--- config.mk ---
export PLATFORM = sky130hd
export DESIGN_NAME = fp_acc_sched
export DESIGN_NICKNAME = d
export VERILOG_FILES = /design/src/rtl/fp_acc_sched.sv
export SDC_FILE = /design/constraint.sdc
export NUM_CORES = 1
export LEC_CHECK = 0
export CAP_MARGIN = 20
export CORE_AREA = 3 3 208 413
export DETAILED_ROUTE_END_ITERATION = 8
export DIE_AREA = 0 0 211 416
export PLACE_DENSITY = 0.54
export SYNTH_ARGS = -nofsm -noshare
export SYNTH_HDL_FRONTEND = slang
export SYNTH_SLANG_ARGS = --single-unit
--- constraint.sdc ---
create_clock -name clk -period 4.09 [get_ports clk]
set_input_delay 0.818 -clock clk [delete_from_list [all_inputs] [get_ports clk]]
set_output_delay 0.818 -clock clk [all_outputs]
set_load 0.005 [all_outputs]
--- src/rtl/fp_acc_sched.sv ---
// Purpose  : streams IEEE-754 singles through an external LAT-stage adder as LAT interleaved partial sums, then reduces them to one sum.
// Latency  : done/result appear LAT*LAT+1 cycles after the cycle following the sampled finished pulse, whatever the sample count.
// Backpress: none; a sample is taken on every valid cycle in ACCUM and the stream cannot be stalled.
//
// Ports: clk/reset_n (async active-low); start, valid, data[31:0], finished from the producer;
//        add_a/add_b (registered operands) and add_res to the external adder; busy, done, result[31:0] to the consumer.
// Option: define FP_ACC_SCHED_COUNT_EN to add sample_count[15:0] (accepted samples, saturating).
module fp_acc_sched #(
    parameter int LAT = 7
) (
    input  logic        clk,
    input  logic        reset_n,
    input  logic        start,
    input  logic        valid,
    input  logic [31:0] data,
    input  logic        finished,
    output logic [31:0] add_a,
    output logic [31:0] add_b,
    input  logic [31:0] add_res,
    output logic        busy,
    output logic        done,
    output logic [31:0] result
`ifdef FP_ACC_SCHED_COUNT_EN
    ,
    output logic [15:0] sample_count
`endif
);

    localparam logic [3:0] LATC = 4'(LAT);

    typedef enum logic [2:0] {IDLE, ACCUM, COLLECT, REDUCE, DONE} state_t;

    state_t      state;
    logic [3:0]  prime_cnt;   // ACCUM cycles left before add_res carries a real partial sum
    logic [3:0]  acc_cnt;     // ACCUM cycles elapsed, saturating at LAT
    logic [3:0]  slot;        // COLLECT cycle index
    logic [3:0]  iter;        // REDUCE iteration
    logic [3:0]  phase;       // position within one LAT-cycle REDUCE iteration
    logic [31:0] slot_buf [16];
    logic [3:0]  nxt_idx;

    assign nxt_idx = iter + 4'd1;

    always_ff @(posedge clk or negedge reset_n) begin
        if (!reset_n) begin
            state     <= IDLE;
            add_a     <= '0;
            add_b     <= '0;
            result    <= '0;
            busy      <= 1'b0;
            done      <= 1'b0;
            prime_cnt <= '0;
            acc_cnt   <= '0;
            slot      <= '0;
            iter      <= '0;
            phase     <= '0;
            for (int i = 0; i < 16; i++) slot_buf[i] <= '0;
`ifdef FP_ACC_SCHED_COUNT_EN
            sample_count <= '0;
`endif
        end else if (start) begin
            // start aborts whatever is in flight; stale adder contents are masked by prime_cnt
            state     <= ACCUM;
            add_a     <= '0;
            add_b     <= '0;
            result    <= '0;
            busy      <= 1'b1;
            done      <= 1'b0;
            prime_cnt <= LATC;
            acc_cnt   <= '0;
            slot      <= '0;
            iter      <= '0;
            phase     <= '0;
            for (int i = 0; i < 16; i++) slot_buf[i] <= '0;
`ifdef FP_ACC_SCHED_COUNT_EN
            sample_count <= '0;
`endif
        end else begin
            case (state)
                IDLE: begin
                    add_a <= '0;
                    add_b <= '0;
                end
                ACCUM: begin
                    add_a <= valid ? data : '0;
                    // add_res now holds the partial sum issued LAT cycles ago in this slot
                    add_b <= (prime_cnt != 4'd0) ? '0 : add_res;
                    if (prime_cnt != 4'd0) prime_cnt <= prime_cnt - 4'd1;
                    if (acc_cnt != LATC) acc_cnt <= acc_cnt + 4'd1;
`ifdef FP_ACC_SCHED_COUNT_EN
                    if (valid && sample_count != 16'hFFFF) sample_count <= sample_count + 16'd1;
`endif
                    if (finished) begin
                        state <= COLLECT;
                        slot  <= '0;
                    end
                end
                COLLECT: begin
                    add_a <= '0;
                    add_b <= '0;
                    // slot k was issued LAT-1-k cycles before finished; zero it if ACCUM was shorter
                    slot_buf[slot] <= (acc_cnt < (LATC - slot)) ? '0 : add_res;
                    if (slot == LATC - 4'd1) begin
                        state <= REDUCE;
                        iter  <= '0;
                        phase <= '0;
                    end else begin
                        slot <= slot + 4'd1;
                    end
                end
                REDUCE: begin
                    add_a <= '0;
                    add_b <= '0;
                    if (phase == 4'd0) begin
                        if (iter == LATC - 4'd1) begin
                            result <= add_res;
                            done   <= 1'b1;
                            busy   <= 1'b0;
                            state  <= DONE;
                        end else if (iter == 4'd0) begin
                            add_a <= slot_buf[0];
                            add_b <= slot_buf[1];
                        end else begin
                            // previous iteration's sum arrives exactly on this cycle
                            add_a <= add_res;
                            add_b <= slot_buf[nxt_idx];
                        end
                    end
                    if (phase == LATC - 4'd1) begin
                        phase <= '0;
                        iter  <= iter + 4'd1;
                    end else begin
                        phase <= phase + 4'd1;
                    end
                end
                DONE: begin
                    done  <= 1'b0;
                    state <= IDLE;
                end
                default: state <= IDLE;
            endcase
        end
    end

endmodule

==> results of run 1 <==
[how the worst max path moves through the flow]
stage | cells after the start | end
2_1_floorplan | 12 | add_b[18]
3_3_place_gp | 7 | add_b[23]
3_5_place_dp | 7 | add_b[23]
4_1_cts | 6 | slot_buf[81]
5_1_grt | 6 | slot_buf[81]
6_report | 6 | slot_buf[81]
[final cells by class]
cell class	instances	share of cell area [%]
Tap cell	1057	3.91
Timing Repair Buffer	242	7.22
Clock inverter	20	0.957
Clock buffer	80	4.73
Antenna cell	1	0.00739
Inverter	15	0.166
Multi-Input combinational cell	1801	36.2
Sequential cell	633	46.8
[state kept, by name, indices dropped and copies added, names as in the netlist]
name / cells
state: 3
slot: 4
acc_cnt: 4
busy: 1
add_b: 32
done: 1
iter: 4
add_a: 32
slot_buf: 512
phase: 4
prime_cnt: 4
result: 32
[stage by stage]
stage	util (%)	hold WS [ns]	cells	area (µm²)	power (W)
6_report	40.8	0.192	3849	33900	0.0133
5_1_grt	40.8	0.298	3848	33900	0.0138
3_3_place_gp	38.5	0.455	3747	31900	0.00773
2_1_floorplan	-	0.445	2697	28900	0.00706
4_1_cts	40.8	0.287	3848	33900	0.0135
3_5_place_dp	38.5	0.469	3748	31900	0.00775
[placed cells by master, fill, tap and decap left out, types with 8 or more instances in the layout]
master / n
a211oi_1: 32
clkbuf_1: 14
clkbuf_8: 9
o21ai_1: 87
nor2_1: 51
a21oi_1: 39
ha_1: 15
o2bb2ai_1: 32
buf_12: 15
a22o_1: 32
buf_4: 60
clkdlybuf4s50_1: 164
nor2b_1: 35
mux4_2: 128
a21oi_4: 8
a32o_1: 24
nand2_1: 657
o21ai_0: 380
o22ai_1: 34
o221ai_1: 32
bufinv_16: 8
dfrtp_1: 631
a22oi_1: 33
clkbuf_16: 57
mux2_2: 32
mux2i_1: 66
inv_1: 15
[where the power goes]
part	internal, W	leakage, nW	total [W]	switching [W]
clock	0.00323	0.938	0.00571	0.00248
combinational	0.000355	4.26	0.00124	0.000887
sequential	0.00632	8.81	0.00640	0.0000740
[layer usage]
metal / up-vias / global-route usage (%)
met5: - / 0
met4: 0 / 11.7
met3: 302 / 3.99
met2: 1142 / 41.3
met1: 11800 / 29.7
li1: 9652 / -
[critical path, cell delays in order (launching register included)]
cell	delay (ns)
dfrtp_1	0.80
ha_1	0.36
o21a_1	0.12
o21a_1	0.30
o21ai_4	0.74
buf_4	0.35
o21ai_0	0.15
[cell families after synthesis]
| family | count (synthesis) |
|---|---|
| buffers and inverters | 263 |
| muxes | 226 |
| DFF | 633 |
| AOI/OAI and AO/OA | 765 |
| xor gates and xnor gates | 11 |
| and+or+nand+nor | 783 |
| adders and majority gates | 16 |
==> summary.txt, run 1 <==
STA
  • Final worst setup slack: 1.11 ns
  • Fin Setup TNS: 0 ns
  • Final setup fails: 0
  • Worst-Margin Slew: 1.16 ns
  • RSZ-0062 raised after global routing: no
  • Final Hold Fails: 0
  • Min Tclk post-route: 2.98 ns
  • Clock Skew: 0.0283 ns
  • Rel. slew slack: 22.4%
  • Tcrit/Tclk final: 72.8%
  • Highest clock rate: 0.336 GHz
  • Slew Limit Fails: 0

Global routing
  • Vias in the first global route: 24400
  • Antenna violations before repair: 1
  • First-pass GRT wire length: 160000 µm
  • Total track usage: 24.2%
  • Largest net degree at the start of global routing: 123
  • Grt total ovfl: 0

Die
  • IO Pins: 167
  • Core region area: 83000 µm²
  • Initial Util: 34.9%
  • Die Ht: 416 µm
  • Die area: 87800 µm²
  • FP Rows: 149
  • Die width: 211 µm

Placed design
  • PortBufs: 166
  • DPL Wire Length: 62900 µm
  • GP Congestion: 0.809
  • Place WS: 1.14 ns

Yosys
  • Synthesized area: 28900 µm²
  • #FFs+latches synth: 633
  • Synth Area in Simple Gates: 11.0%
  • Sequential area share after synthesis: 54.7%
  • Post-synth EDFFs: 0
  • Main combinational cell family by area after synthesis: compound AO/OA/AOI/OAI gates
  • Post-synth top area cell: dfrtp_1
  • Post-synth ARST share: 100%
  • Syn Inst Count: 2697
  • Syn Nets: 2782
  • Yosys warning count: 0
  • Post-synthesis mux area share: 13.5%
  • Most frequent cell after synthesis: nand2_1
  • Synth Area in XOR/XNOR: 0.359%
  • Yosys top cell area share: 54.7%
  • Area contributors post-synth: dfrtp_1 55%, mux4_2 10%, nand2_1 8.5%
  • Synth Area in Compound Gates: 15.9%
  • Syn avg cell area: 10.7 µm²
  • Post-synth top cells: 657 x nand2_1, 633 x dfrtp_1, 380 x o21ai_0
  • Dominant synthesized flop cell: dfrtp_1
  • Distinct cells, synth: 61
  • Synth Area in Adders: 0.692%

Detailed routing
  • First drt pass iteration count: 7
  • Via-to-Cell Ratio: 5.96
  • Met3 routed WL: 7560 µm
  • Top routing layer in use: met4
  • Vias: 22900
  • DRT Wirelength: 107000 µm
  • Wire length on met1: 40200 µm
  • WL per Instance: 27.7 µm
  • WL met2: 53000 µm
  • # DRC: 0
  • Number of DRC markers in iteration 0: 2330
  • Final ANT Viol Nets: 0

Critical path
  • Crit path from: slot[2]
  • Setup Crit Path Kind: register to register
  • CP startpoint kind: register
  • CP arrival: 3.46 ns
  • R2r setup slk: 1.11 ns
  • Critical Path Sink Type: register
  • Critical-path maximum fanout: 20
  • Critical Path RT: 4.57 ns
  • Worst reg2reg path depth: 6
  • Worst reg2reg path startpoint: slot[2]
  • Reg-to-reg endpoint: slot_buf[81]

Layout
  • Area grow syn2layout: 17.0%
  • Fin nets: 2834
  • Storage cell area: 15800 µm²
  • Fill cells: 7850
  • Share of cells above drive strength 1: 13.1%
  • Multi-input logic area: 12300 µm²

Power
  • Pwr Density: 394 nW/µm²
  • Cell leakage power: 14.0 nW
  • Max VDD drop: 0.000394 V

Clocking
  • Worst-Skew Late Latency: 0.62 ns
  • H-tree Lvls: 2
  • Clock root buffer master: clkbuf_16
  • CTS max path bufs: 3
  • Clock transition at path regs: 0.07 ns
  • Postcts setup bufs: 0
  • PostCTS Resize Cnt: 0
  • CTS tree: yes
  • CTS buffer count: 56
  • Cts hold-fix bufs: 0
  • Clk sinks: 633

Status
  • Status: complete, no violations

Flow run
  • Max Cap Viol: 0

Hold path
  • HP Class: input pin to asynchronous set/reset pin
(Power assumes the default switching activity.)
==> run 2: changes to the inputs <==
==> constraint.sdc (replaced) <==
create_clock -name clk -period 2.95 [get_ports clk]
set_input_delay 0.59 -clock clk [delete_from_list [all_inputs] [get_ports clk]]
set_output_delay 0.59 -clock clk [all_outputs]
set_load 0.005 [all_outputs]
==> summary.txt, run 2 (same netlist as run 1, synthesis figures left out) <==
Detailed routing
  • Top routing layer in use: met5
  • Final ANT Viol Nets: 0 (unchanged)
  • WL per Instance: 27.8 µm (+0.59%)
  • DRT Wirelength: 108000 µm (+1.3%)
  • First drt pass iteration count: 5 (-2)
  • # DRC: 0 (unchanged)
  • Wire length on met1: 40600 µm (+0.81%)
  • Vias: 23100 (+0.47%)
  • Met3 routed WL: 7360 µm (-2.7%)
  • Via-to-Cell Ratio: 5.94 (-0.28%)
  • WL met2: 54000 µm (+2.0%)
  • Number of DRC markers in iteration 0: 2238 (-3.9%)

Clocking
  • Clock transition at path regs: 0.07 ns (about the same)
  • H-tree Lvls: 2 (unchanged)
  • CTS buffer count: 57 (+1.8%)
  • Clock root buffer master: clkbuf_16
  • CTS tree: yes
  • CTS max path bufs: 3 (unchanged)
  • Clk sinks: 633 (unchanged)
  • Postcts setup bufs: 0 (unchanged)
  • Worst-Skew Late Latency: 0.62 ns (about the same)

Power
  • Max VDD drop: 0.000541 V (+37%)
  • Pwr Density: 544 nW/µm² (+38%)
  • Cell leakage power: 14.3 nW (+1.8%)

Global routing
  • Total track usage: 24.3% (+0.11 points)
  • Largest net degree at the start of global routing: 89 (-28%)
  • Antenna violations before repair: 6 (+5)
  • Grt total ovfl: 0 (unchanged)
  • Vias in the first global route: 24400 (-0.22%)
  • First-pass GRT wire length: 161000 µm (+0.27%)

Die
  • Core region area: 83000 µm² (unchanged)
  • Die width: 211 µm (unchanged)
  • Die Ht: 416 µm (unchanged)
  • IO Pins: 167 (unchanged)
  • Die area: 87800 µm² (unchanged)
  • FP Rows: 149 (unchanged)
  • Initial Util: 34.9% (unchanged)

Placed design
  • DPL Wire Length: 65100 µm (+3.6%)
  • PortBufs: 166 (unchanged)
  • Place WS: 0.288 ns (-0.856 ns)
  • GP Congestion: 0.835 (+3.3%)

STA
  • Fin Setup TNS: 0 ns (unchanged)
  • RSZ-0062 raised after global routing: no
  • Worst Hold Margin: 0.379 ns (+0.187 ns)
  • Highest clock rate: 0.374 GHz (+11%)
  • Min Tclk post-route: 2.67 ns (-0.303 ns)
  • Tcrit/Tclk final: 90.7% (+18 points)
  • Clock Skew: 0.0166 ns (-0.0117 ns)
  • Slew Limit Fails: 0 (unchanged)
  • Final setup fails: 0 (unchanged)
  • Final Hold Fails: 0 (unchanged)
  • Worst-Margin Slew: 1.17 ns (+0.00973 ns)
  • Rel. slew slack: 21.7% (-0.65 points)
  • Final worst setup slack: 0.275 ns (-0.837 ns)

Layout
  • Multi-input logic area: 12300 µm² (about the same)
  • Most flop-heavy register: slot_buf
  • Max reg flops: 512 (unchanged)
  • Fin nets: 2868 (+1.2%)
  • Leading cell type in the layout, fill and taps excluded: nand2_1
  • Fill cells: 7831 (-0.24%)
  • Area grow syn2layout: 18.7%
  • Storage cell area: 15800 µm² (unchanged)
  • Share of cells above drive strength 1: 14.0% (+0.96 points)
  • Most frequent cells in the layout: 657 x nand2_1, 631 x dfrtp_1, 380 x o21ai_0

Critical path
  • Worst path max stage delay: 0.60 ns (-0.20 ns)
  • CP startpoint kind: register
  • Critical-path maximum fanout: 13 (-35%)
  • Critical Path RT: 3.43 ns (-1.14 ns)
  • Critical Path Sink Type: register
  • CP max-delay cell: and2_1
  • Worst path cell trace: nor3b_2, and2_1, a31oi_4, buf_4, nand2_1, o21ai_0
  • CP arrival: 3.15 ns (-0.31 ns)
  • Setup Crit Path Kind: register to register

Hold path
  • HP Class: input pin to register

Flow run
  • Max Cap Viol: 0 (unchanged)

Status
  • Status: complete, no violations
==> run 2: cell count changes in the layout (fill, tap and decap cells not counted), sizes merged <==
cell | before | now
bufinv | 8 | 10
clkbuf | 80 | 79
dlygate4sd3 | 0 | 1
clkinvlp | 2 | 1
inv | 18 | 15
clkinv | 7 | 6
buf | 78 | 110
==> run 2: critical path: cells and delay by family (launching register included) <==
kind | cells | cell delay [ns]
AOI/OAI and AO/OA | 2 | 0.50
and+or+nand+nor | 3 | 1.16
buffers and inverters | 1 | 0.36
DFF | 1 | 0.50
==> run 2: path summary, 6_finish.rpt <==
kind	from	end	slack [ns]	cells past startpoint
max	state[2]	slot_buf[26]	0.28	6
min	start	acc_cnt[3]	0.38	2
max reg2reg	state[2]	slot_buf[26]	0.28	6
min reg2reg	slot_buf[415]	slot_buf[415]	0.48	2
max in group asynchronous	reset_n	slot[0]	1.48	4
min in group asynchronous	reset_n	slot_buf[273]	0.50	2
==> run 2: per-stage QoR <==
step / util [%] / cells / total power [W] / instance area (µm²)
2_1_floorplan: - / 2697 / 0.00979 / 28900
3_3_place_gp: 39.0 / 3780 / 0.0108 / 32400
3_5_place_dp: 39.0 / 3780 / 0.0108 / 32400
4_1_cts: 41.4 / 3877 / 0.0188 / 34400
5_1_grt: 41.4 / 3877 / 0.0193 / 34400
6_report: 41.4 / 3878 / 0.0187 / 34400
==> run 2: power breakdown <==
part           switching [W]  total, W  leakage [nW]  internal [W]
registers          0.0000836   0.00885          8.81       0.00877
logic                0.00126   0.00180          4.51      0.000541
clock network        0.00339   0.00803         0.953       0.00465
==> run 2: layout make-up <==
cell class	count	area share, %
diodes	1	0.00728
repair buffers	275	8.48
well taps	1057	3.85
multi-input cells	1801	35.7
clock buffers	79	4.68
inverters	15	0.164
flip-flops and latches	633	46.1
clock inverters	17	0.983
==> run 2: what timing repair did <==
action	in CTS	in global routing
hold endpoints to repair	36	0
hold buffers	1	0
gates resized for setup	0	0
setup endpoints to repair	0	0
==> run 2: per-layer routing <==
layer / vias up / track usage [%]
met3: 305 / 3.93
met1: 12000 / 29.3
met4: 8 / 11.8
met2: 1052 / 42.2
met5: - / 0
li1: 9719 / -
